===== src/rtl/unpack_16to12.sv =====
// Purpose : restore 12-bit pixels from 16-bit packed words (4 pixels per 3 words); rewrite header image_type.
// Latency : 2 cycles dvi->dvo with an empty FIFO (push, then registered pop).
// Backpressure: none; output pops every cycle, and entries that find the FIFO full are dropped and flagged.
//
// Ports:
//   clk, resetb          clock, async active-low reset
//   enable               unpack enable (async; synchronised, then latched at FRAME_START)
//   dvi, dtypei, datai   input word strobe, data type, packed word / header / control data
//   dvo, dtypeo, datao   output strobe, data type, pixel in [11:0] (upper nibble 0) or passthrough data
//   overflow             sticky flag: an entry was dropped because the FIFO was full
module unpack_16to12 #(
    parameter int                     FIFO_DEPTH         = 4,
    parameter logic [4:0]             RAW_IMAGE_TYPE     = 5'h00,
    parameter int                     DTYPE_WIDTH        = 8,
    parameter logic [DTYPE_WIDTH-1:0] DTYPE_FRAME_START  = 8'h01,
    parameter logic [DTYPE_WIDTH-1:0] DTYPE_FRAME_END    = 8'h02,
    parameter logic [DTYPE_WIDTH-1:0] DTYPE_HEADER_START = 8'h04,
    parameter logic [DTYPE_WIDTH-1:0] DTYPE_HEADER_END   = 8'h08,
    parameter logic [DTYPE_WIDTH-1:0] DTYPE_HEADER       = 8'h10,
    parameter logic [DTYPE_WIDTH-1:0] DTYPE_PIXEL_MASK   = 8'hC0,
    // header word index holding the image_type field
    parameter logic [7:0]             IMAGE_TYPE_ADDR    = 8'd2
) (
    input  logic                   clk,
    input  logic                   resetb,
    input  logic                   enable,
    input  logic                   dvi,
    input  logic [DTYPE_WIDTH-1:0] dtypei,
    input  logic [15:0]            datai,
    output logic                   dvo,
    output logic [DTYPE_WIDTH-1:0] dtypeo,
    output logic [15:0]            datao,
    output logic                   overflow
);

    localparam int AW = $clog2(FIFO_DEPTH);
    localparam int CW = AW + 1;
    localparam int FW = AW + 2;
    localparam int EW = DTYPE_WIDTH + 16;

    typedef enum logic [1:0] {
        IDLE,
        FRAME,
        HEADER
    } state_t;

    state_t state_q, state_d;

    logic          en_meta, en_sync;
    logic          en_lat, en_lat_d;
    logic [1:0]    ph_q, ph_d;
    logic [7:0]    res_q, res_d;
    logic [7:0]    hdr_q, hdr_d;

    logic          pix_word;
    logic          unpack;
    logic [1:0]    push_n;
    logic [EW-1:0] ent0, ent1;

    logic [EW-1:0] mem [FIFO_DEPTH];
    logic [AW-1:0] wr_ptr, rd_ptr;
    logic [CW-1:0] count_q;
    logic          pop;
    logic [FW-1:0] free;
    logic [1:0]    acc_n;
    logic          drop;

    // ------------------------------------------------------------------
    // Framing FSM: state follows the control dtypes seen on dvi.
    // ------------------------------------------------------------------
    always_comb begin
        state_d  = state_q;
        en_lat_d = en_lat;
        if (dvi) begin
            if (dtypei == DTYPE_FRAME_START) begin
                state_d  = FRAME;
                en_lat_d = en_sync;
            end else if (dtypei == DTYPE_HEADER_START) begin
                state_d = HEADER;
            end else if (dtypei == DTYPE_FRAME_END || dtypei == DTYPE_HEADER_END) begin
                state_d = IDLE;
            end
        end
    end

    // ------------------------------------------------------------------
    // Unpack / rewrite datapath: produces 0, 1 or 2 FIFO entries per cycle.
    // ------------------------------------------------------------------
    assign pix_word = dvi && (|(dtypei & DTYPE_PIXEL_MASK));
    assign unpack   = en_lat && (state_q == FRAME) && pix_word;

    always_comb begin
        ph_d   = ph_q;
        res_d  = res_q;
        hdr_d  = hdr_q;
        push_n = 2'd0;
        ent0   = {dtypei, datai};
        ent1   = {dtypei, 4'h0, datai[11:0]};

        if (state_q != HEADER) begin
            hdr_d = 8'd0;
        end else if (dvi && dtypei == DTYPE_HEADER) begin
            hdr_d = hdr_q + 8'd1;
        end

        // Any cycle outside an enabled frame forgets the group position.
        if (!en_lat || state_q != FRAME) begin
            ph_d = 2'd0;
        end

        if (unpack) begin
            case (ph_q)
                2'd0: begin
                    ent0       = {dtypei, 4'h0, datai[15:4]};
                    res_d[3:0] = datai[3:0];
                    push_n     = 2'd1;
                    ph_d       = 2'd1;
                end
                2'd1: begin
                    ent0   = {dtypei, 4'h0, datai[15:8], res_q[3:0]};
                    res_d  = datai[7:0];
                    push_n = 2'd1;
                    ph_d   = 2'd2;
                end
                2'd2: begin
                    // Last word of a group yields p2 then p3 in the same cycle.
                    ent0   = {dtypei, 4'h0, datai[15:12], res_q};
                    ent1   = {dtypei, 4'h0, datai[11:0]};
                    push_n = 2'd2;
                    ph_d   = 2'd0;
                end
                default: begin
                    push_n = 2'd1;
                    ph_d   = 2'd0;
                end
            endcase
        end else if (dvi) begin
            push_n = 2'd1;
            if (en_lat && state_q == HEADER && dtypei == DTYPE_HEADER &&
                hdr_q == IMAGE_TYPE_ADDR) begin
                ent0 = {dtypei, (datai & 16'hFFE0) | {11'h000, RAW_IMAGE_TYPE}};
            end
        end

        // A partial group left at frame end is discarded here.
        if (dvi && (dtypei == DTYPE_FRAME_START || dtypei == DTYPE_FRAME_END)) begin
            ph_d = 2'd0;
        end
    end

    // ------------------------------------------------------------------
    // Output FIFO: up to 2 writes and 1 read per cycle. Free space counts
    // the slot vacated by this cycle's pop; excess entries drop from the
    // tail, so p3 goes before p2.
    // ------------------------------------------------------------------
    assign pop  = (count_q != '0);
    assign free = FW'(FIFO_DEPTH) - FW'(count_q) + FW'(pop);

    always_comb begin
        acc_n = push_n;
        drop  = 1'b0;
        if (FW'(push_n) > free) begin
            acc_n = free[1:0];
            drop  = 1'b1;
        end
    end

    always_ff @(posedge clk) begin
        if (acc_n != 2'd0) begin
            mem[wr_ptr] <= ent0;
        end
        if (acc_n == 2'd2) begin
            mem[wr_ptr + AW'(1)] <= ent1;
        end
    end

    always_ff @(posedge clk or negedge resetb) begin
        if (!resetb) begin
            en_meta  <= 1'b0;
            en_sync  <= 1'b0;
            en_lat   <= 1'b0;
            state_q  <= IDLE;
            ph_q     <= 2'd0;
            res_q    <= 8'd0;
            hdr_q    <= 8'd0;
            wr_ptr   <= '0;
            rd_ptr   <= '0;
            count_q  <= '0;
            overflow <= 1'b0;
            dvo      <= 1'b0;
            dtypeo   <= '0;
            datao    <= 16'd0;
        end else begin
            en_meta <= enable;
            en_sync <= en_meta;
            en_lat  <= en_lat_d;
            state_q <= state_d;
            ph_q    <= ph_d;
            res_q   <= res_d;
            hdr_q   <= hdr_d;
            wr_ptr  <= wr_ptr + AW'(acc_n);
            rd_ptr  <= rd_ptr + AW'(pop);
            count_q <= count_q + CW'(acc_n) - CW'(pop);
            if (drop) begin
                overflow <= 1'b1;
            end
            dvo <= pop;
            if (pop) begin
                {dtypeo, datao} <= mem[rd_ptr];
            end
        end
    end

endmodule


===== config.mk =====
export PLATFORM = sky130hd
export DESIGN_NAME = unpack_16to12
export DESIGN_NICKNAME = d
export VERILOG_FILES = /design/src/rtl/unpack_16to12.sv
export SDC_FILE = /design/constraint.sdc
export NUM_CORES = 1
export LEC_CHECK = 0
export ABC_AREA = 1
export CORE_MARGIN = 2
export CORE_UTILIZATION = 31
export CTS_CLUSTER_SIZE = 14
export DETAILED_ROUTE_END_ITERATION = 8
export DONT_BUFFER_PORTS = 1
export GPL_ROUTABILITY_DRIVEN = 0
export PLACE_DENSITY = 0.47
export SYNTH_ARGS = -nofsm -noshare
export SYNTH_HDL_FRONTEND = slang
export SYNTH_SLANG_ARGS = --single-unit

===== constraint.sdc =====
create_clock -name clk -period 3.85 [get_ports clk]
set_clock_uncertainty 0.15 [all_clocks]
set_input_delay 1.155 -clock clk [delete_from_list [all_inputs] [get_ports clk]]
set_output_delay 1.155 -clock clk [all_outputs]
set_load 0.01 [all_outputs]

Yosys cells after proc, flatten, opt, wreduce, memory -nomap -nowiden

Memory sizes are Yosys's and may differ from the RTL's. A register that Yosys moved wholly into a read port is not among the register bits.
Index checks and enable logic that the tools add are counted.

Flip-flop bits (word level): 32
RAM bits: 96
Input bits: 28
Output and inout port bits: 26
Logic and storage cells: 83
Memories kept: 1

Memory list:

| memory | depth | bits a word | rd ports | clocked after Yosys merged registers in | write ports | RTL line | text |
|---|---|---|---|---|---|---|---|
| mem    | 4     | 24          | 1        | 1                                       | 2           | 60       | `logic [EW-1:0] mem [FIFO_DEPTH];` |

Add/sub/neg operators: 8
$lt $le $gt $ge: 1
Eq/ne operators: 13
Multiplexer cells: 22
Reductions and logical operators: 25

Operators by type and width:

| cell                                             | number |
|---|---|
| one-hot mux 16 bit (3 select lines)              | 1 |
| two-way mux 2 bit                                | 9 |
| == test 8 x 2 -> 1 bit (second input constant)   | 2 |
| two-way mux 16 bit                               | 1 |
| two-way mux 8 bit                                | 2 |
| two-way mux 5 bit                                | 2 |
| nonzero test 3 bit                               | 3 |
| adder 8 x 1 -> 8 bit (second input constant)     | 1 |
| == test 8 x 1 -> 1 bit (second input constant)   | 1 |
| == test 8 x 3 -> 1 bit (second input constant)   | 1 |
| == test 8 x 4 -> 1 bit (second input constant)   | 1 |
| == test 8 x 5 -> 1 bit (second input constant)   | 1 |
| logical AND 1 bit                                | 8 |
| AND reduction 2 bit                              | 4 |
| == test 2 bit (second input constant)            | 3 |
| two-way mux 1 bit                                | 6 |
| adder 4 x 1 -> 4 bit                             | 1 |
| == test 2 x 1 -> 1 bit (second input constant)   | 2 |
| > comparator 2 x 4 -> 1 bit                      | 1 |
| one-hot mux 2 bit (2 select lines)               | 1 |
| nonzero test 2 bit                               | 2 |
| OR reduction 2 bit                               | 2 |
| subtractor 3 x 3 -> 4 bit (first input constant) | 1 |
| adder 3 x 2 -> 3 bit                             | 1 |
| other kinds (9)                                  | 12 |

Longest topological paths before layout

Gate-level depths: netlist of the first run.

Depth after elaboration: 9
Gate-level depth with buffers: 18
Mapped depth without buffers: 17

Worst setup path after synthesis of the first run

No wires, ideal clock.

Path kind: input port to flip-flop
Start: input port dtypei[6]
End: register count_q[2]
Setup time: 122 ps
Data arrival time: 3,475 ps
Required time: 3,578 ps
Path slack: 103 ps
Cell stages on the path: 17
Buffers on the path: 1
Cell sequence: nor2_1 nor2_4 nand3_4 nand2_1 ha_1 nand3_2 nand3_4 o21ai_2 buf_6 inv_1 nor2_1 inv_1 o21ai_0 ha_1 inv_1 fa_1 xor2_1

Cells in the longest elaborated chain, start to end: 8

Ends and longest elaborated chain:

| item                        | RTL line | text |
|---|---|---|
| start: declaration          | 28       | `input logic [DTYPE_WIDTH-1:0] dtypei,` |
| OR reduction 2 bit *        | 89       | `assign pix_word = dvi && (\|(dtypei & DTYPE_PIXEL_MASK));` |
| logical AND 1 bit *         | 89       |  |
| logical AND 1 bit *         | 90       | `assign unpack = en_lat && (state_q == FRAME) && pix_word;` |
| two-way mux 2 bit *         | 111      | `if (unpack) begin` |
| > comparator 2 x 4 -> 1 bit | 162      | `if (FW'(push_n) > free) begin` |
| two-way mux 2 bit *         | 162      |  |
| adder 3 x 2 -> 3 bit *      | 203      | `count_q <= count_q + CW'(acc_n) - CW'(pop);` |
| subtractor 3 x 1 -> 3 bit * | 203      |  |
| end signal: assignment      | 203      |  |
| end: declaration            | 62       | `logic [CW-1:0] count_q;` |

Mark *: on every way between the ends. The rest lies on a longest branch, timed or not.
A chain may end at the register's enable or synchronous reset.

==> qor.yml, run 1 <==
outcome:
  status: "finished clean"
global_route:
  grt_pass1_wl_um: 34700
  grt_overflow_total: 0
  antenna_found_initial: 0
  grt_pass1_vias: 5613
  globalRouteTotalUtil_pct: 17.8
  grt_max_degree: 57
hold_path:
  holdPathEnd: "en_sync"
  worstHoldPathCells: 0
  hp-start: "en_meta"
  min_path_type: "reg -> reg"
worst_setup_path:
  worstPathArrival_ps: 3260
  rr_worst_depth: 12
  slowest_stage: "buf_4"
  path_delay_family: "simple AND/OR/NAND/NOR gates"
  critical_path_buf_inv_count: 3
  rr_endpoint: "mem[3][1]"
  cp_max_fo: 38
  critical_path_class: "in -> reg"
  crit_top_cell: "nand3_4"
  crit_path_cell_trace: "nor2_1, buf_4, nor2_4, nand3_4, nand2_1, ha_1, nand3_2, nand3_4, o21ai_2, buf_4, nand3_4, nand2_1, buf_12"
  required_ps: 3820
  cpPeakStageDelay_ps: 380
  rr_startpoint: "count_q[1]"
  end_kind: "register"
  reg2reg_slack_ps: 850
  cp-start-kind: "input pin"
layout:
  fin_cells: 1150
  drive_gt1_share_pct: 9.63
  seqCellArea_um2: 4120
  area_delta_synth_final_pct: 13.8
  finalNetCount: 852
  fillers: 2386
  multiInputGateArea_um2: 2880
  n_antenna_cell: 0
  fin_area_um2: 8450
yosys:
  synthAdderAreaFrac_pct: 1.11
  synth_top_cell_by_area: "edfxtp_1"
  ys_warn_count: 0
  syn_avg_cell_area_um2: 9.01
  ys.flop_type: "edfxtp_1"
  synth_top_area_share_pct: 32.4
  async_flop_share_pct: 36.8
  ys_ff_latch: 152
  synthCells: 824
  synth_mux_area_share_pct: 0.556
  synth_common_cells: "nor2_1 (154), o21ai_0 (109), nand2_1 (83), edfxtp_1 (80), a21oi_1 (59)"
  synth_top_family_by_area: "simple AND/OR/NAND/NOR gates"
  synthTopCellsByArea: "edfxtp_1 (32%), dfrtp_1 (19%), nor2_1 (7.8%)"
  netlist_area_um2: 7420
  yosysMostFrequentCell: "nor2_1"
  ys_seq_area_share_pct: 55.6
  synth_xor_area_share_pct: 0.472
  synth_cell_type_count: 39
  syn_nets: 858
  yosys.area_share.simple_pct: 21.6
  synth_edf_count: 80
  synth_compound_area_share_pct: 15.0
floorplanning:
  ios: 54
  design.core.area_um2: 23500
  chipWidth_um: 159
  start_util_pct: 31.6
  die_y_um: 159
  dieArea_um2: 25200
  rows: 56
place:
  hpwlAfterDp_um: 14500
  portBuffers: 0
  place_inst: 1118
  dpl_cell_area_um2: 7860
routing:
  drt_iter0_markers: 571
  drtAntennaViolNets: 0
  vias: 5901
  viasPerCell: 5.13
  drt-total-wl_um: 22100
  drt_pass1_iterations: 6
  drt-wirelength-per-cell_um: 19.2
  drc: 0
clock_network:
  insertion_delay_ps: 420
  hold_buffers: 0
  numCtsBuffers: 17
  cts_resized: 0
  cts.sinks: 152
  cts-root-buf: "clkbuf_16"
  htree_levels: 4
  clock_path_buffers: 2
  post_cts_buffers: 0
  clkSlewWorstSetupHoldPaths_ps: 60
  cts_tree: "built"
timing:
  tightest_slew_ps: 988
  fin_crit_sh_pct: 85.4
  rsz0062_at_grt: "false"
  setup_viol_count_final: 0
  slew_violations: 0
  setup_tns_ps: 0
  hold_viol_final: 0
  relSlewSlack_pct: 34.1
  max_freq_ghz: 0.304
  period_needed_ps: 3290
power:
  leakagePower_nw: 3.38
  totalPowerFinal_w: 0.00646
  peakVddDrop_uv: 293
  power_density_nw_per_um2: 765
job:
  cap_violations: 0
[final cells by class]
| cell class | count | area share (%) |
|---|---|---|
| repair buffers | 28 | 3.38 |
| clock inverters | 14 | 1.73 |
| inverters | 46 | 2.04 |
| multi-input cells | 573 | 34.1 |
| flip-flops and latches | 152 | 48.8 |
| well taps | 319 | 4.72 |
| clock buffers | 18 | 5.20 |
[per-layer routing]
layer / global-route usage [%] / share of wire [%] / vias to the layer above
met2: 25.9 / 44 / 173
met3: 5.51 / 7.4 / 14
met5: 0 / 0 / -
met4: 4.05 / 0.96 / 0
li1: - / - / 2883
met1: 25.9 / 48 / 2831
[cells by family (layout without fill, tap and decap cells)]
family / after synthesis / in the layout
AND/OR/NAND/NOR: 351 / 351
AO/OA/AOI/OAI: 208 / 208
flip-flops: 152 / 152
buffers and inverters: 99 / 106
adder cells (fa/ha/maj): 6 / 6
XOR/XNOR: 4 / 4
multiplexers: 4 / 4
[worst register-to-register path, stage by stage (launching register included)]
cell	delay, ps
dfrtp_1	430
nor3_1	220
buf_4	190
nor2_1	90
ha_1	300
nand3_2	110
nand3_4	90
nand2_1	70
o21ai_2	60
buf_4	380
nand3_4	230
nand2_1	170
buf_12	200
[worst max path at each step]
stage / from / endpoint / depth (start not counted) / slack (ps)
final: dtypei[6] / mem[3][1] / 13 / 560
after global routing: dtypei[6] / mem[3][1] / 13 / 400
after CTS: dtypei[6] / mem[3][1] / 13 / 580
after detailed placement: dtypei[6] / mem[3][2] / 13 / 170
after global placement: dtypei[6] / mem[0][20] / 13 / 240
after floorplan: dtypei[6] / count_q[2] / 17 / 100
[flip-flops by register name, indices dropped and copies added (netlist names), 3 cells and up]
| name | count |
|---|---|
| mem | 96 |
| res_q | 8 |
| count_q | 3 |
| dtypeo | 8 |
| hdr_q | 8 |
| datao | 16 |
[cells in the final DEF (no fill, tap or decap), types with 4 or more instances in the layout]
cell,n
nand3_4,4
buf_12,6
ha_1,5
nand2_1,83
nand3_1,51
nand4_1,38
nor2_1,153
nand2_2,4
o22ai_1,5
buf_4,22
edfxtp_1,80
clkbuf_16,17
a21oi_1,59
clkinv_4,4
xor2_1,4
nor3_1,6
a31oi_1,24
o21ai_0,109
inv_1,42
dfrtp_1,56
dfxtp_1,16
[where the power goes]
group	switching (W)	internal (W)	leakage, nW
registers	0.000301	0.00226	1.63
logic	0.00152	0.000703	1.47
clock network	0.000708	0.000976	0.286
[per-stage QoR]
stage	setup slack, ps	util (%)	hold WS (ps)
3_3_place_gp	239	33.5	194
4_1_cts	582	36.0	211
2_1_floorplan	103	-	181
3_5_place_dp	167	33.5	200
6_report	564	36.0	208
5_1_grt	404	36.0	216
Power figures use the tool's default switching activity.
==> run 2: changes to the inputs <==
Settings changed: SLEW_MARGIN set to 20.
==> results of run 2 <==
Same layout as run 1: the final DEF is identical, and so are final timing and power.
==> run 3: changes to the inputs <==
Settings changed: CORE_UTILIZATION 31 to 29, PLACE_DENSITY 0.47 to 0.45.
==> qor.yml, run 3 (same netlist as run 1, synthesis figures left out) <==
timing:
  setup_viol_count_final: 0
  rsz0062_at_grt: "false"
  max_freq_ghz: 0.298
  setup_tns_ps: 0
  relSlewSlack_pct: 35.5
  hold_viol_final: 0
  tightest_slew_ps: 965
  timing.final.ws_setup_ps: 493
  fin_crit_sh_pct: 87.2
  slew_violations: 0
  period_needed_ps: 3360
worst_setup_path:
  cp.depth: 13
  rr_startpoint: "count_q[1]"
  end_kind: "register"
  rr_worst_depth: 11
  path_delay_family: "buffers and inverters"
  slowest_stage: "buf_4"
  crit_path_cell_trace: "nor2_1, buf_4, nor2_4, nand3_4, nand2_1, ha_1, nand3_2, nand3_4, o21ai_2, buf_4, nand3_1, nand2_1, buf_4"
  rr_endpoint: "mem[1][21]"
  cp_max_fo: 38
  reg2reg_slack_ps: 780
  required_ps: 3800
  worstPathArrival_ps: 3300
  cp-start-kind: "input pin"
  cpPeakStageDelay_ps: 400
  critical_path_class: "in -> reg"
  critical_path_buf_inv_count: 3
  crit_top_cell: "buf_4"
power:
  leakagePower_nw: 3.37
  pwr-share-seq_pct: 39.6
  combPwrFrac_pct: 34.3
  p_int_w: 0.00386
  switchingPower_w: 0.00257
  power_density_nw_per_um2: 762
  pwr-share-clk_pct: 26.0
  swShare_pct: 39.9
  peakVddDrop_uv: 316
global_route:
  grt_max_degree: 57
  grt_overflow_total: 0
  antenna_found_initial: 0
  globalRouteTotalUtil_pct: 17.0
  grt_pass1_wl_um: 34300
  grt_pass1_vias: 5872
floorplanning:
  start_util_pct: 29.5
  chipWidth_um: 164
  ios: 54
  design.core.area_um2: 25200
  rows: 58
  dieArea_um2: 26900
  die_y_um: 164
routing:
  drt_iter0_markers: 619
  viasPerCell: 5.04
  drc: 0
  vias: 5863
  drt-wirelength-per-cell_um: 18.7
  drt-total-wl_um: 21700
  drt_pass1_iterations: 5
  drtAntennaViolNets: 0
clock_network:
  post_cts_buffers: 0
  numCtsBuffers: 17
  insertion_delay_ps: 430
  clkSlewWorstSetupHoldPaths_ps: 70
  hold_buffers: 0
  cts_resized: 0
  htree_levels: 4
  cts.sinks: 152
  cts_tree: "built"
  clock_path_buffers: 2
  cts-root-buf: "clkbuf_16"
hold_path:
  min_path_type: "reg -> reg"
  holdPathEnd: "en_sync"
  hp-start: "en_meta"
  worstHoldPathCells: 0
layout:
  fin_area_um2: 8430
  fin_cells: 1164
  reg_top3: "mem x96, datao x16"
  final_common_cell: "nor2_1"
  mostFrequentLayoutCells: "nor2_1 (153), o21ai_0 (109), nand2_1 (83), edfxtp_1 (80), a21oi_1 (59)"
  finalNetCount: 855
  max_flop_register: "mem"
  area_delta_synth_final_pct: 13.6
  drive_gt1_share_pct: 10.2
  n_antenna_cell: 0
  largest_reg_flops: 96
place:
  portBuffers: 0
  hpwlAfterDp_um: 14400
  dpl_cell_area_um2: 7850
  dp_slack_ps: 74.7
  place_inst: 1132
job:
  cap_violations: 0
outcome:
  status: "finished clean"
[run 3: changes by cell type in the layout (fill, tap and decap cells not counted), moves of 2 or more]
cell	previous run	this run
inv_8	0	3
buf_12	6	2
clkinvlp_4	1	4
buf_4	22	29
clkinv_1	3	1
clkinv_4	4	1
[run 3: how the worst max path moves through the flow]
stage,from,end,slack (ps)
after CTS,dtypei[6],mem[1][8],520
after floorplan,dtypei[6],count_q[2],100
after detailed placement,dtypei[6],mem[1][17],70
final,dtypei[6],mem[1][21],490
after global placement,dtypei[6],mem[1][21],70
after global routing,dtypei[6],mem[1][4],300
[run 3: worst register-to-register path: stages, from the launching register on]
cell and delay (ps):
dfrtp_1 460, nor3_1 90, buf_4 160, nor2_1 230, ha_1 300, nand3_2 110
nand3_4 100, o21ai_2 150, buf_4 400, nand3_1 170, nand2_1 90, buf_4 320
[run 3: cell type report]
| type | count | area [um2] |
|---|---|---|
| clock buffers | 17 | 425 |
| clock inverters | 15 | 159 |
| fillers | 2592 | 16700 |
| inverters | 46 | 173 |
| multi-input cells | 573 | 2880 |
| flip-flops and latches | 152 | 4120 |
| repair buffers | 31 | 258 |
| well taps | 330 | 413 |
[run 3: routing by layer]
layer	share of wire (%)	routed length, um	track usage [%]	up-vias
met2	47	10200	27.6	160
li1	-	-	-	2885
met1	46	9930	22.8	2790
met3	5.4	1170	3.33	28
met4	1.8	396	5.46	0
met5	0	0	0	-
[run 3: metrics by stage]
stage	total power, W	hold slack, ps	util (%)
after floorplan	0.00407	181	-
after global placement	0.00480	183	31.2
after detailed placement	0.00482	190	31.2
after CTS	0.00650	207	33.5
after global routing	0.00686	217	33.5
final	0.00642	205	33.5
[run 3: power by group through the flow]
stage	clock network [W]	registers [W]	logic, W
CTS	0.00171	0.00256	0.00223
global placement	0	0.00259	0.00222
floorplan	0	0.00251	0.00156
global route	0.00178	0.00261	0.00248
finish	0.00167	0.00254	0.00221
detailed placement	0	0.00259	0.00223
